**src/rtl/instr_mem_loader_pkg.sv**
```systemverilog
// Shared definitions for the instruction-memory loader: FSM states and
// storage geometry.
package instr_mem_loader_pkg;

    localparam int          MEM_BYTES  = 256;
    localparam int          WORD_BYTES = 4;
    localparam logic [7:0]  PAD_BYTE   = 8'h00;

    typedef enum logic [2:0] {
        IDLE,
        LOAD,
        PAD,
        DONE,
        ERR
    } state_e;

endpackage

```
**src/rtl/instr_mem_loader_byte_ram.sv**
```systemverilog
// 256 x 8 program byte store: one synchronous write port and one
// asynchronous read port per byte lane of an instruction word.
module instr_byte_ram
    import instr_mem_loader_pkg::*;
(
    input  logic                        clk,
    input  logic                        we_i,
    input  logic [7:0]                  waddr_i,
    input  logic [7:0]                  wdata_i,
    input  logic [WORD_BYTES-1:0][7:0]  raddr_i,
    output logic [WORD_BYTES-1:0][7:0]  rdata_o
);

    // Contents survive reset; only the loader's pointer/state are cleared.
    logic [7:0] mem_q [MEM_BYTES];

    always_ff @(posedge clk) begin
        if (we_i) begin
            mem_q[waddr_i] <= wdata_i;
        end
    end

    for (genvar g = 0; g < WORD_BYTES; g++) begin : g_rd
        assign rdata_o[g] = mem_q[raddr_i[g]];
    end

endmodule

```
**src/rtl/instr_mem_loader.sv**
```systemverilog
// Streams a program into byte storage, pads it to a whole number of words,
// then releases the CPU and serves big-endian instruction fetches.
module instr_mem_loader
    import instr_mem_loader_pkg::*;
(
    input  logic        clk,
    input  logic        R,
    input  logic        ld_valid,
    output logic        ld_ready,
    input  logic [7:0]  ld_byte,
    input  logic        ld_last,
    input  logic        reload,
    input  logic [7:0]  fetch_addr,
    output logic [31:0] fetch_instr,
    output logic        cpu_hold,
    output logic        load_done,
    output logic [6:0]  word_count,
    output logic        err_overflow
);

    state_e      state_q, state_d;
    logic [7:0]  wr_ptr_q, wr_ptr_d;
    logic        full_q, full_d;
    logic [6:0]  word_count_q, word_count_d;
    logic        load_done_q, load_done_d;

    logic        we;
    logic [7:0]  wdata;
    logic        word_end;

    logic [WORD_BYTES-1:0][7:0] raddr;
    logic [WORD_BYTES-1:0][7:0] rdata;

    // A write into the last byte lane completes a word.
    assign word_end = (wr_ptr_q[1:0] == 2'b11);

    always_comb begin
        state_d      = state_q;
        wr_ptr_d     = wr_ptr_q;
        full_d       = full_q;
        word_count_d = word_count_q;
        we           = 1'b0;
        wdata        = ld_byte;
        ld_ready     = 1'b0;

        case (state_q)
            IDLE, LOAD: begin
                ld_ready = 1'b1;
                if (ld_valid) begin
                    if (full_q) begin
                        state_d = ERR;
                    end else begin
                        we       = 1'b1;
                        wr_ptr_d = wr_ptr_q + 8'd1;
                        if (word_end) begin
                            word_count_d = word_count_q + 7'd1;
                        end
                        if (ld_last) begin
                            state_d = word_end ? DONE : PAD;
                        end else begin
                            state_d = LOAD;
                            if (wr_ptr_q == 8'hFF) begin
                                full_d = 1'b1;
                            end
                        end
                    end
                end
            end
            PAD: begin
                we       = 1'b1;
                wdata    = PAD_BYTE;
                wr_ptr_d = wr_ptr_q + 8'd1;
                if (word_end) begin
                    word_count_d = word_count_q + 7'd1;
                    state_d      = DONE;
                end
            end
            DONE: begin
                if (reload) begin
                    state_d      = IDLE;
                    wr_ptr_d     = 8'd0;
                    word_count_d = 7'd0;
                end
            end
            ERR: begin
            end
            default: begin
                state_d = IDLE;
            end
        endcase
    end

    // The program is exposed one cycle after DONE is reached, and withdrawn
    // on the same edge that accepts a reload.
    assign load_done_d = (state_q == DONE) && !reload;

    always_ff @(posedge clk or negedge R) begin
        if (!R) begin
            state_q      <= IDLE;
            wr_ptr_q     <= 8'd0;
            full_q       <= 1'b0;
            word_count_q <= 7'd0;
            load_done_q  <= 1'b0;
        end else begin
            state_q      <= state_d;
            wr_ptr_q     <= wr_ptr_d;
            full_q       <= full_d;
            word_count_q <= word_count_d;
            load_done_q  <= load_done_d;
        end
    end

    for (genvar g = 0; g < WORD_BYTES; g++) begin : g_addr
        assign raddr[g] = fetch_addr + 8'(g);
    end

    instr_byte_ram u_ram (
        .clk     (clk),
        .we_i    (we),
        .waddr_i (wr_ptr_q),
        .wdata_i (wdata),
        .raddr_i (raddr),
        .rdata_o (rdata)
    );

    assign fetch_instr  = load_done_q ? {rdata[0], rdata[1], rdata[2], rdata[3]} : 32'h0;
    assign load_done    = load_done_q;
    // The CPU stays held until fetches return real program words.
    assign cpu_hold     = !load_done_q;
    assign word_count   = word_count_q;
    assign err_overflow = (state_q == ERR);

endmodule

```
**config.mk**
```make
export PLATFORM = sky130hd
export DESIGN_NAME = instr_mem_loader
export DESIGN_NICKNAME = d
export VERILOG_FILES = /design/src/rtl/instr_mem_loader_pkg.sv /design/src/rtl/instr_mem_loader_byte_ram.sv /design/src/rtl/instr_mem_loader.sv
export SDC_FILE = /design/constraint.sdc
export NUM_CORES = 2
export LEC_CHECK = 0
export ABC_AREA = 0
export CORE_ASPECT_RATIO = 1.2
export CORE_MARGIN = 5
export CORE_UTILIZATION = 30
export CTS_BUF_LIST = sky130_fd_sc_hd__clkbuf_8
export CTS_CLUSTER_SIZE = 25
export DETAILED_ROUTE_END_ITERATION = 8
export GPL_TIMING_DRIVEN = 0
export REMOVE_ABC_BUFFERS = 1
export SLEW_MARGIN = 0
export SYNTH_ARGS = -nofsm -noshare
export SYNTH_HDL_FRONTEND = slang
export SYNTH_SLANG_ARGS = --single-unit
```
**constraint.sdc**
```tcl
create_clock -name clk -period 9.99 [get_ports clk]
set_input_delay 0.999 -clock clk [delete_from_list [all_inputs] [get_ports clk]]
set_output_delay 0.999 -clock clk [all_outputs]
set_load 0.03 [all_outputs]
```
==> impl_results.md <==
* MaxCap Viol Count at 18
* Detailed Route WL at 531000 um
* Leakage at 46.2 nW
* Clock transition at path regs at 0.06 ns
* Nets at 7846
* Largest net degree at the start of global routing at 154
* CP dominant cell by count: buf_16
* Final period utilization at 102%
* Type of destination of the critical path: output pin
* Insertion delay to the later sink of the worst-skew pair at 1.05 ns
* Vias after detailed routing at 94100
* Slew Viols, Final at 121
* Max frequency at 98.0 MHz
* First-pass GRT wire length at 722000 um
* Hold WC Path Type: input port to async pin
* I/O Buffers at 63
* Placed instance area at 141000 um^2
* Die Y at 733 um
* WL/cell at 38.3 um
* Switch share at 32.7%
* Sequential share of power at 43.5%
* Final ANT Viol Nets at 0
* Die width at 613 um
* Hold Buf Count CTS at 0
* CP Data Arrival Time at 9.21 ns
* NetSw at 7.80 mW
* Worst Max-Slew Pin Slew at 1.70 ns
* Cell taking the most area after synthesis: edfxtp_1
* Register Area at 62000 um^2
* Vias in the first global route at 90000
* Slew headroom at -14.9%
* Clock tree buffer depth at 4
* Post-Synthesis Cells at 7865
* Mapped cell area at 131000 um^2
* Flop2flop setup slack at 4.46 ns
* Comb power frac at 25.4%
* Crit. Startpoint: fetch_addr[1]
* Clock Sinks at 2068
* Layout cells sized above 1 at 37.1%
* DRC viols at 0
* Synth Register Bits at 2068
* TritonCTS clock tree: yes
* Design area at 148000 um^2
* Startpoint type of the worst setup path: input port
* Register area share after synthesis at 47.4%
* Initial antenna violation count at 45
* P_int at 16.1 mW
* Crit Reg-Reg Startpoint: state_q[2]
* Setup tns final at -0.570 ns
* Initial core utilization at 30.1%
* Most numerous cell in the Yosys netlist: mux4_2
* Yosys cell types at 68
* Status: finished with violations
* CP max FO at 83
* RSZ-0062 raised after global routing: no
* CP endpoint: fetch_instr[8]
* Worst VDD drop at 0.000215 V
* Fin crit period at 10.20 ns
* Total track usage at 22.7%
* Setup ws final at -0.214 ns
* Critical path class: input port to output pin
* Ys Warns at 0
* Req. time, crit path at 8.99 ns
* Worst r2r path cells at 6
* P per Cell Area at 161 nW/um^2
* GR Overflow Total at 0
* DIE AREA at 449000 um^2
* Main flop type after synthesis: edfxtp_1
* Vias per inst at 6.78
* Place WS at -2.46 ns
* Core area at 434000 um^2
* GP Congestion at 0.973
* Pre-antenna DRT Iters at 8
* Top post-synthesis cells by count: 2119 x mux4_2, 2048 x edfxtp_1, 939 x nand2_1, 398 x mux2i_1, 320 x nor2_1
* Final Skew at 0.0844 ns
* Area added between synthesis and finish at 13.5%
* Crit-path cells: buf_12 -> buf_16 -> buf_16 -> buf_16 -> inv_4 -> buf_16 -> ha_4 -> buf_16 -> nor2b_4 -> buf_16 -> buf_12 -> buf_12 -> a221oi_1 -> o21ai_0 -> a31oi_1 -> o21ai_1 -> o211ai_1 -> a22o_1 -> clkdlybuf4s50_1
* Slowest-stage cell, CP: clkdlybuf4s50_1
* Clock power frac at 31.1%
* Hold Violations, Final at 0
* Failing checks: max-capacitance violations, max-slew violations, negative setup slack
* FILL cells at 40500
* Root buf cell: clkbuf_8
* H-tree Lvls at 5
* Number of cell rows at 265
* Ports at 64
* DR iter-0 viols at 16800
* FF-to-FF End: u_ram.mem_q[138][0]
* Synth area leaders: edfxtp_1 47%, mux4_2 37%, mux2i_1 3.0%
* Placed cells at 13200
* Number of synthesized flops with an enable pin at 2048
* CTS Buf Count at 355
* Final setup fails at 4
* Area taken by multi-input logic gates at 65100 um^2
* Syn Area/Cell at 16.6 um^2
* Synth top area share at 47.1%
* DP HPWL at 358000 um
* Non-Filler Instances at 13900
* Slowest stage delay, CP at 0.77 ns
* Async set or reset register ratio after synthesis at 0.967%
* Final Util at 34.2%
[cells in the final DEF (no fill, tap or decap), drive strengths merged, types with 12 or more instances in the layout]
cell / netlist / routed
nor2: 320 / 320
mux2i: 398 / 398
nand2: 939 / 939
nand3: 288 / 288
diode: 0 / 59
o22ai: 23 / 23
a31oi: 39 / 39
dfrtp: 20 / 20
a221oi: 86 / 86
clkdlybuf4s50: 0 / 55
o221ai: 42 / 42
mux4: 2119 / 2119
a22oi: 72 / 72
a32oi: 98 / 98
o2111ai: 20 / 20
o21ai: 77 / 77
a21oi: 126 / 126
edfxtp: 2048 / 2048
inv: 12 / 100
nor2b: 18 / 18
nand4: 134 / 134
buf: 538 / 321
clkbuf: 254 / 367
a311oi: 12 / 12
clkinv: 6 / 161
xnor2: 18 / 18
nor3: 24 / 24
[area by class of cell]
cell class              instances  share of cell area (%)
flip-flops and latches       2068                    41.8
clock buffers                 363                    3.37
multi-input cells            4987                    43.9
well taps                    5740                    4.84
inverters                      18                  0.0540
clock inverters               264                   0.956
repair buffers                386                    4.99
diodes                         59                  0.0995
[through the flow]
| step | hold slack (ns) | power [mW] |
|---|---|---|
| global route | 0.566 | 24.3 |
| detailed placement | 0.517 | 16.3 |
| floorplan | 0.473 | 15.1 |
| finish | 0.536 | 23.9 |
| global placement | 0.503 | 25.2 |
| CTS | 0.495 | 23.6 |
[worst max-delay path: cells and delay by family]
| family | cells | cell delay (ns) |
|---|---|---|
| buffers and inverters | 11 | 3.64 |
| AOI/OAI and AO/OA | 6 | 3.04 |
| adders and majority gates | 1 | 0.57 |
| and+or+nand+nor | 1 | 0.21 |
[sequential cells by signal, summed over array words and instances (netlist names)]
signal,flops
u_ram.mem_q,2048
word_count,7
load_done,1
wr_ptr_q,8
full_q,1
state_q,3
[worst min-delay path by stage]
stage / endpoint / slack [ns]
2_1_floorplan: full_q / 0.47
3_3_place_gp: full_q / 0.50
3_5_place_dp: full_q / 0.52
4_1_cts: full_q / 0.49
5_1_grt: full_q / 0.57
6_report: full_q / 0.54
[what timing repair did]
item	4_1_cts	5_1_grt
pin swaps	1	1
setup endpoints to repair	18	16
resized for setup	12	10
gates cloned	6	2
buffers inserted	3	0
[metal layers]
layer / vias to the layer above / wire length (um) / global-route usage (%)
li1: 34100 / - / -
met1: 49000 / 168000 / 25.8
met2: 9001 / 231000 / 33.3
met3: 2072 / 76700 / 9.25
met4: 28 / 55200 / 18.6
met5: - / 408 / 1.01
[power groups by stage]
stage	clock network [mW]	logic, mW	registers (mW)
after floorplan	0	4.31	10.8
after global placement	0	14.1	11.1
after detailed placement	0	5.74	10.6
after CTS	7.44	5.79	10.4
after global routing	7.84	6.11	10.4
final	7.41	6.05	10.4
[cells by family after synthesis]
logic type | after synthesis | share of synthesized area [%]
multiplexers | 2520 | 39.6
flip-flops | 2068 | 47.4
AND/OR/NAND/NOR | 1771 | 5.79
buffers and inverters | 810 | 3.25
AO/OA/AOI/OAI | 659 | 3.65
XOR/XNOR | 28 | 0.193
adder cells (fa/ha/maj) | 9 | 0.0862
(Power assumes the default switching activity.)
